<file path="src/rtl/arb_pkg.sv">
// Shared types and mode encodings for the registered round-robin / fixed-priority arbiter.
package arb_pkg;

  typedef enum logic {ARB_IDLE, ARB_GRANT} arb_state_t;

  localparam logic ARB_MODE_FIXED = 1'b0;
  localparam logic ARB_MODE_RR    = 1'b1;

endpackage

</file>
<file path="src/rtl/rr_priority_arbiter_if.sv">
// Request/grant bundle between requesters (master) and the arbiter (slave).
interface rr_priority_arbiter_if #(
  parameter int unsigned NUM_REQ = 8
);
  localparam int unsigned IDX_W = $clog2(NUM_REQ);

  logic               mode_rr;
  logic [NUM_REQ-1:0] req;
  logic               grant_valid;
  logic [NUM_REQ-1:0] grant_onehot;
  logic [IDX_W-1:0]   grant_idx;

  modport master (
    output mode_rr,
    output req,
    input  grant_valid,
    input  grant_onehot,
    input  grant_idx
  );

  modport slave (
    input  mode_rr,
    input  req,
    output grant_valid,
    output grant_onehot,
    output grant_idx
  );

endinterface

</file>
<file path="src/rtl/arb_pick.sv">
// Combinational winner selection: highest set bit (fixed) or first set bit at/after ptr (rr).
module arb_pick
  import arb_pkg::*;
#(
  parameter int unsigned NUM_REQ = 8,
  parameter int unsigned IDX_W   = $clog2(NUM_REQ)
) (
  input  logic [NUM_REQ-1:0] e,
  input  logic [IDX_W-1:0]   ptr,
  input  logic               mode,
  output logic               found,
  output logic [IDX_W-1:0]   idx,
  output logic [NUM_REQ-1:0] onehot
);

  logic [NUM_REQ-1:0] rot;
  logic [IDX_W-1:0]   hi_idx;
  logic [IDX_W-1:0]   lo_idx;
  logic [IDX_W:0]     sum;

  always_comb begin
    // Rotating right by ptr puts bit ptr at position 0, so lowest set bit is the rr winner.
    rot = NUM_REQ'({e, e} >> ptr);

    hi_idx = '0;
    for (int i = 0; i < int'(NUM_REQ); i++) begin
      if (e[i]) hi_idx = IDX_W'(i);
    end

    lo_idx = '0;
    for (int i = int'(NUM_REQ) - 1; i >= 0; i--) begin
      if (rot[i]) lo_idx = IDX_W'(i);
    end

    sum = {1'b0, lo_idx} + {1'b0, ptr};
    if (sum >= (IDX_W + 1)'(NUM_REQ)) sum = sum - (IDX_W + 1)'(NUM_REQ);

    found  = |e;
    idx    = '0;
    onehot = '0;
    if (found) begin
      idx    = (mode == ARB_MODE_RR) ? sum[IDX_W-1:0] : hi_idx;
      onehot = NUM_REQ'(1) << idx;
    end
  end

endmodule

</file>
<file path="src/rtl/rr_priority_arbiter.sv">
// Registered N-way arbiter with lock-until-release grants and an optional hold timeout.
module rr_priority_arbiter
  import arb_pkg::*;
#(
  parameter int unsigned NUM_REQ  = 8,
  parameter int unsigned MAX_HOLD = 16
) (
  input  logic                 clk,
  input  logic                 reset,
  rr_priority_arbiter_if.slave bus
);

  localparam int unsigned IDX_W  = $clog2(NUM_REQ);
  localparam int unsigned HOLD_W = (MAX_HOLD == 0) ? 1 : $clog2(MAX_HOLD + 1);
  localparam logic [HOLD_W-1:0] HoldLast = (MAX_HOLD == 0) ? '1 : HOLD_W'(MAX_HOLD - 1);
  localparam logic [IDX_W-1:0]  IdxMax   = IDX_W'(NUM_REQ - 1);

  arb_state_t         state_q, state_d;
  logic               valid_q, valid_d;
  logic [NUM_REQ-1:0] onehot_q, onehot_d;
  logic [IDX_W-1:0]   idx_q, idx_d;
  logic [IDX_W-1:0]   ptr_q, ptr_d;
  logic [HOLD_W-1:0]  hold_q, hold_d;

  logic               holding;
  logic               expiry;
  logic               take_pick;
  logic [NUM_REQ-1:0] eligible;
  logic               pick_found;
  logic [IDX_W-1:0]   pick_idx;
  logic [NUM_REQ-1:0] pick_onehot;

  assign holding = bus.req[idx_q];
  assign expiry  = (MAX_HOLD != 0) && (hold_q == HoldLast);

  // On expiry the holder is excluded so contenders win; on release it is already out of req.
  assign eligible = (state_q == ARB_GRANT && holding && expiry) ? (bus.req & ~onehot_q)
                                                                : bus.req;

  arb_pick #(
    .NUM_REQ (NUM_REQ),
    .IDX_W   (IDX_W)
  ) u_pick (
    .e      (eligible),
    .ptr    (ptr_q),
    .mode   (bus.mode_rr),
    .found  (pick_found),
    .idx    (pick_idx),
    .onehot (pick_onehot)
  );

  always_comb begin
    state_d   = state_q;
    valid_d   = valid_q;
    onehot_d  = onehot_q;
    idx_d     = idx_q;
    ptr_d     = ptr_q;
    hold_d    = hold_q;
    take_pick = 1'b0;

    unique case (state_q)
      ARB_IDLE: begin
        if (pick_found) take_pick = 1'b1;
      end
      ARB_GRANT: begin
        if (!holding) begin
          if (pick_found) begin
            take_pick = 1'b1;
          end else begin
            state_d  = ARB_IDLE;
            valid_d  = 1'b0;
            onehot_d = '0;
            idx_d    = '0;
          end
        end else if (expiry) begin
          if (pick_found) take_pick = 1'b1;
          else            hold_d    = '0;
        end else if (hold_q != '1) begin
          hold_d = hold_q + HOLD_W'(1);
        end
      end
      default: ;
    endcase

    if (take_pick) begin
      state_d  = ARB_GRANT;
      valid_d  = 1'b1;
      onehot_d = pick_onehot;
      idx_d    = pick_idx;
      hold_d   = '0;
      ptr_d    = (pick_idx == IdxMax) ? '0 : pick_idx + IDX_W'(1);
    end
  end

  always_ff @(posedge clk) begin
    if (reset) begin
      state_q  <= ARB_IDLE;
      valid_q  <= 1'b0;
      onehot_q <= '0;
      idx_q    <= '0;
      ptr_q    <= '0;
      hold_q   <= '0;
    end else begin
      state_q  <= state_d;
      valid_q  <= valid_d;
      onehot_q <= onehot_d;
      idx_q    <= idx_d;
      ptr_q    <= ptr_d;
      hold_q   <= hold_d;
    end
  end

  assign bus.grant_valid  = valid_q;
  assign bus.grant_onehot = onehot_q;
  assign bus.grant_idx    = idx_q;

endmodule

</file>
<file path="src/flat_wrapper.sv">
// flat-port wrapper written by rule: the top's interface ports become plain ports
module rr_priority_arbiter_flat import arb_pkg::*;
#(
  parameter int unsigned NUM_REQ  = 8,
  parameter int unsigned MAX_HOLD = 16
)
  (clk, reset, bus_mode_rr, bus_req, bus_grant_valid, bus_grant_onehot, bus_grant_idx);
  rr_priority_arbiter_if #(.NUM_REQ(NUM_REQ)) bus_i ();
  input  logic clk;
  input  logic reset;
  input wire logic [$bits(bus_i.mode_rr)-1:0] bus_mode_rr;
  input wire logic [$bits(bus_i.req)-1:0] bus_req;
  output wire logic [$bits(bus_i.grant_valid)-1:0] bus_grant_valid;
  output wire logic [$bits(bus_i.grant_onehot)-1:0] bus_grant_onehot;
  output wire logic [$bits(bus_i.grant_idx)-1:0] bus_grant_idx;
  assign bus_i.mode_rr = bus_mode_rr;
  assign bus_i.req = bus_req;
  assign bus_grant_valid = bus_i.grant_valid;
  assign bus_grant_onehot = bus_i.grant_onehot;
  assign bus_grant_idx = bus_i.grant_idx;
  rr_priority_arbiter #(.NUM_REQ(NUM_REQ), .MAX_HOLD(MAX_HOLD)) u_core (.clk(clk), .reset(reset), .bus(bus_i));
endmodule
</file>
<file path="config.mk">
export PLATFORM = sky130hd
export DESIGN_NAME = rr_priority_arbiter_flat
export DESIGN_NICKNAME = d
export VERILOG_FILES = /design/src/rtl/arb_pkg.sv /design/src/rtl/rr_priority_arbiter_if.sv /design/src/rtl/arb_pick.sv /design/src/rtl/rr_priority_arbiter.sv /design/src/flat_wrapper.sv
export SDC_FILE = /design/constraint.sdc
export NUM_CORES = 1
export LEC_CHECK = 0
export BUFFER_PORTS_ARGS = -buffer_cell sky130_fd_sc_hd__clkbuf_2
export CAP_MARGIN = 5
export CORE_UTILIZATION = 40
export DETAILED_ROUTE_END_ITERATION = 8
export GPL_ROUTABILITY_DRIVEN = 0
export SETUP_SLACK_MARGIN = 0.1
export SLEW_MARGIN = 20
export SYNTH_ARGS = -nofsm -noshare
export SYNTH_HDL_FRONTEND = slang
export SYNTH_SLANG_ARGS = --single-unit
</file>
<file path="constraint.sdc">
create_clock -name clk -period 5.1 [get_ports clk]
set_input_delay 0.51 -clock clk [delete_from_list [all_inputs] [get_ports clk]]
set_output_delay 0.51 -clock clk [all_outputs]
set_load 0.005 [all_outputs]
</file>
==> flow_summary.yaml <==
status:
  status: "finished, final reports clean"
sta:
  worst_pin_slew_ns: 0.758
  min_period_over_period_pct: 89.0
  period_minus_slack_ns: 4.54
  setup-tns-final_ns: 0
  rsz0062_at_grt: "false"
  setup_viol: 0
  hold_viol_final: 0
  skew_ns: 0.00433
  max-slew-margin-rel_pct: 49.5
  max_clock_freq_mhz: 220
  slew_violations: 0
  hold_ws_ns: 0.459
clock_tree:
  clock_sinks: 21
  cts_buffer_depth: 2
  cts.repair.resized: 0
  clk_latency_ns: 0.26
  clockRootBuffer: "clkbuf_8"
  numCtsBuffers: 3
  cts_hold_buffers: 0
  cts_tree: "built"
  cts_htree_levels: 1
  cts.clk_slew.worst_paths_ns: 0.08
  post_cts_buffers: 0
synth:
  synthCells: 208
  synthArstFlopShare_pct: 0
  syn_area_mm2: 0.00178
  yosysUniqueCellTypes: 53
  synth_area_leaders: "dfxtp_1, mux2i_1, mux4_2"
  ys_seq_area_share_pct: 23.6
  synth_seq_cells: 21
  synthFlopType: "dfxtp_1"
  synth.largest_area_cell: "dfxtp_1"
  synth_top_area_share_pct: 23.6
  synth-edff-count: 0
  yosysWarnings: 0
  syn_nets: 224
  syn-mean-instance-area_um2: 8.58
floorplanning:
  fp.dieArea_mm2: 0.00473
  rows: 23
  pin_count: 23
  die_w_um: 68.8
  core_mm2: 0.00414
  die_y_um: 68.8
  start_util_pct: 43.1
detailed_routing:
  post_drt_wl_per_cell_um: 15.8
  first_pass_iters: 4
  viasPerCell: 6.04
  drt-initial-drc-count: 129
  drc: 0
  drtAntennaViolNets: 0
  routed_wl_um: 4300
  num_vias: 1636
global_routing:
  grt_pass1_wl_um: 7020
  grt-ovfl-total: 0
  grt_usage_pct: 19.8
  grt_max_degree: 18
  grt_pass1_vias: 1434
  antenna_found_initial: 0
finish:
  nets: 238
  fillCellCount: 424
  final_cell_mix: "clkbuf_2, dfxtp_1, nor2_1, nand2_1, a21oi_1"
  syn_to_final_growth_pct: 9.47
  drive_gt1_share_pct: 22.2
  diodes: 0
  mostFrequentLayoutCell: "clkbuf_2"
critical_path:
  crit_path_cell_trace: "mux2_2 > o22ai_4 > o31a_1 > mux2i_1 > mux4_2 > nand2b_1 > a21oi_1 > o21ai_0 > a21oi_1 > ha_1 > fa_1 > xnor2_1 > nor2b_1 > mux2i_4 > a21oi_1 > ha_1 > nor3_1 > a21oi_1 > nor2_1"
  start_kind: "flip-flop"
  crit_fanout: 12
  crit_required_ns: 5.30
  critical-path-top-delay-family: "multiplexers"
  cp_common_cell: "a21oi_1"
  cp-end-kind: "flip-flop"
  crit_type: "flip-flop to flip-flop"
  r2r_start: "u_core.bus.grant_idx[0]"
  slowest_delay_ns: 0.51
  critical_path_buf_inv_count: 0
  arrival_ns: 4.74
  startpoint: "u_core.bus.grant_idx[0]"
  crit_slowest_cell: "mux4_2"
place:
  dp_hpwl_um: 3350
  port_buffers: 22
power_and_ir_drop:
  leakage_nw: 0.701
  max-vdd-ir-drop_uv: 260
  powerDensity_mw_per_mm2: 489
min_path:
  hp-start: "u_core.hold_q[4]"
  hold_class: "flip-flop to flip-flop"
job:
  maxCapViolations: 0
-- registers in the layout, indices dropped and copies added (netlist names) --
signal                   flops
u_core.bus.grant_onehot      8
u_core.hold_q                5
u_core.bus.grant_idx         3
u_core.ptr_q                 3
u_core.bus.grant_valid       1
u_core.state_q               1
-- layout make-up --
| type | instances | area [µm²] | area share [%] |
|---|---|---|---|
| Clock buffer | 3 | 41.3 | 2.11 |
| Inverter | 3 | 11.3 | 0.577 |
| Timing Repair Buffer | 22 | 110 | 5.64 |
| Clock inverter | 1 | 5.00 | 0.256 |
| Sequential cell | 21 | 420 | 21.5 |
| Multi-Input combinational cell | 171 | 1300 | 66.7 |
| Tap cell | 50 | 62.6 | 3.20 |
-- cells by family (layout without fill, tap and decap cells) --
| kind of cell | after synthesis | count (layout) | synth area share [%] |
|---|---|---|---|
| buffers and inverters | 16 | 29 | 4.21 |
| adder cells (fa/ha/maj) | 5 | 5 | 3.93 |
| flip-flops | 21 | 21 | 23.6 |
| XOR/XNOR | 3 | 3 | 1.47 |
| multiplexers | 22 | 22 | 16.2 |
| AND/OR/NAND/NOR | 89 | 89 | 26.8 |
| AO/OA/AOI/OAI | 52 | 52 | 23.8 |
-- final timing paths --
check	to	slack, ns	depth (start not counted)
max	u_core.ptr_q[0]	0.56	19
min	u_core.hold_q[4]	0.46	2
max reg2reg	u_core.ptr_q[0]	0.56	19
min reg2reg	u_core.hold_q[4]	0.46	2
-- worst min-delay path, stage by stage, from the launching register on --
cell and delay (ns):
dfxtp_1 0.31, inv_1 0.06, nor2_1 0.05
-- Yosys cell counts, types with 4 or more instances --
master,n
a21oi_1,16
clkbuf_1,7
dfxtp_1,21
ha_1,4
mux2i_1,15
mux4_2,5
nand2_1,17
nand2b_1,8
nand3_1,10
nor2_1,20
nor2b_1,5
nor3_1,7
o22ai_1,4
o31a_1,5
or2_2,5
-- power by group --
part,internal [W],switching [W]
clock,0.0000544,0.0000552
sequential,0.000199,0.0000678
combinational,0.000263,0.000316
total,0.000516,0.000439
-- metal layers --
metal,GRT usage (%),up-vias,share of wire (%)
met2,28.6,53,43
met4,4.59,0,0.77
met5,0,-,0
met3,2.14,4,6.3
li1,-,811,-
met1,30.7,768,50
-- per-stage QoR --
step	power [W]	util (%)	area (µm²)	setup slack, ns	cells
2_1_floorplan	0.000720	-	1780	0.979	208
3_3_place_gp	0.000839	45.7	1890	0.410	267
3_5_place_dp	0.000835	45.7	1890	0.351	267
4_1_cts	0.000948	46.8	1940	0.354	271
5_1_grt	0.00104	47.1	1950	0.141	271
6_report	0.000955	47.1	1950	0.558	271
Note: power is estimated with default switching activity, not from simulation.
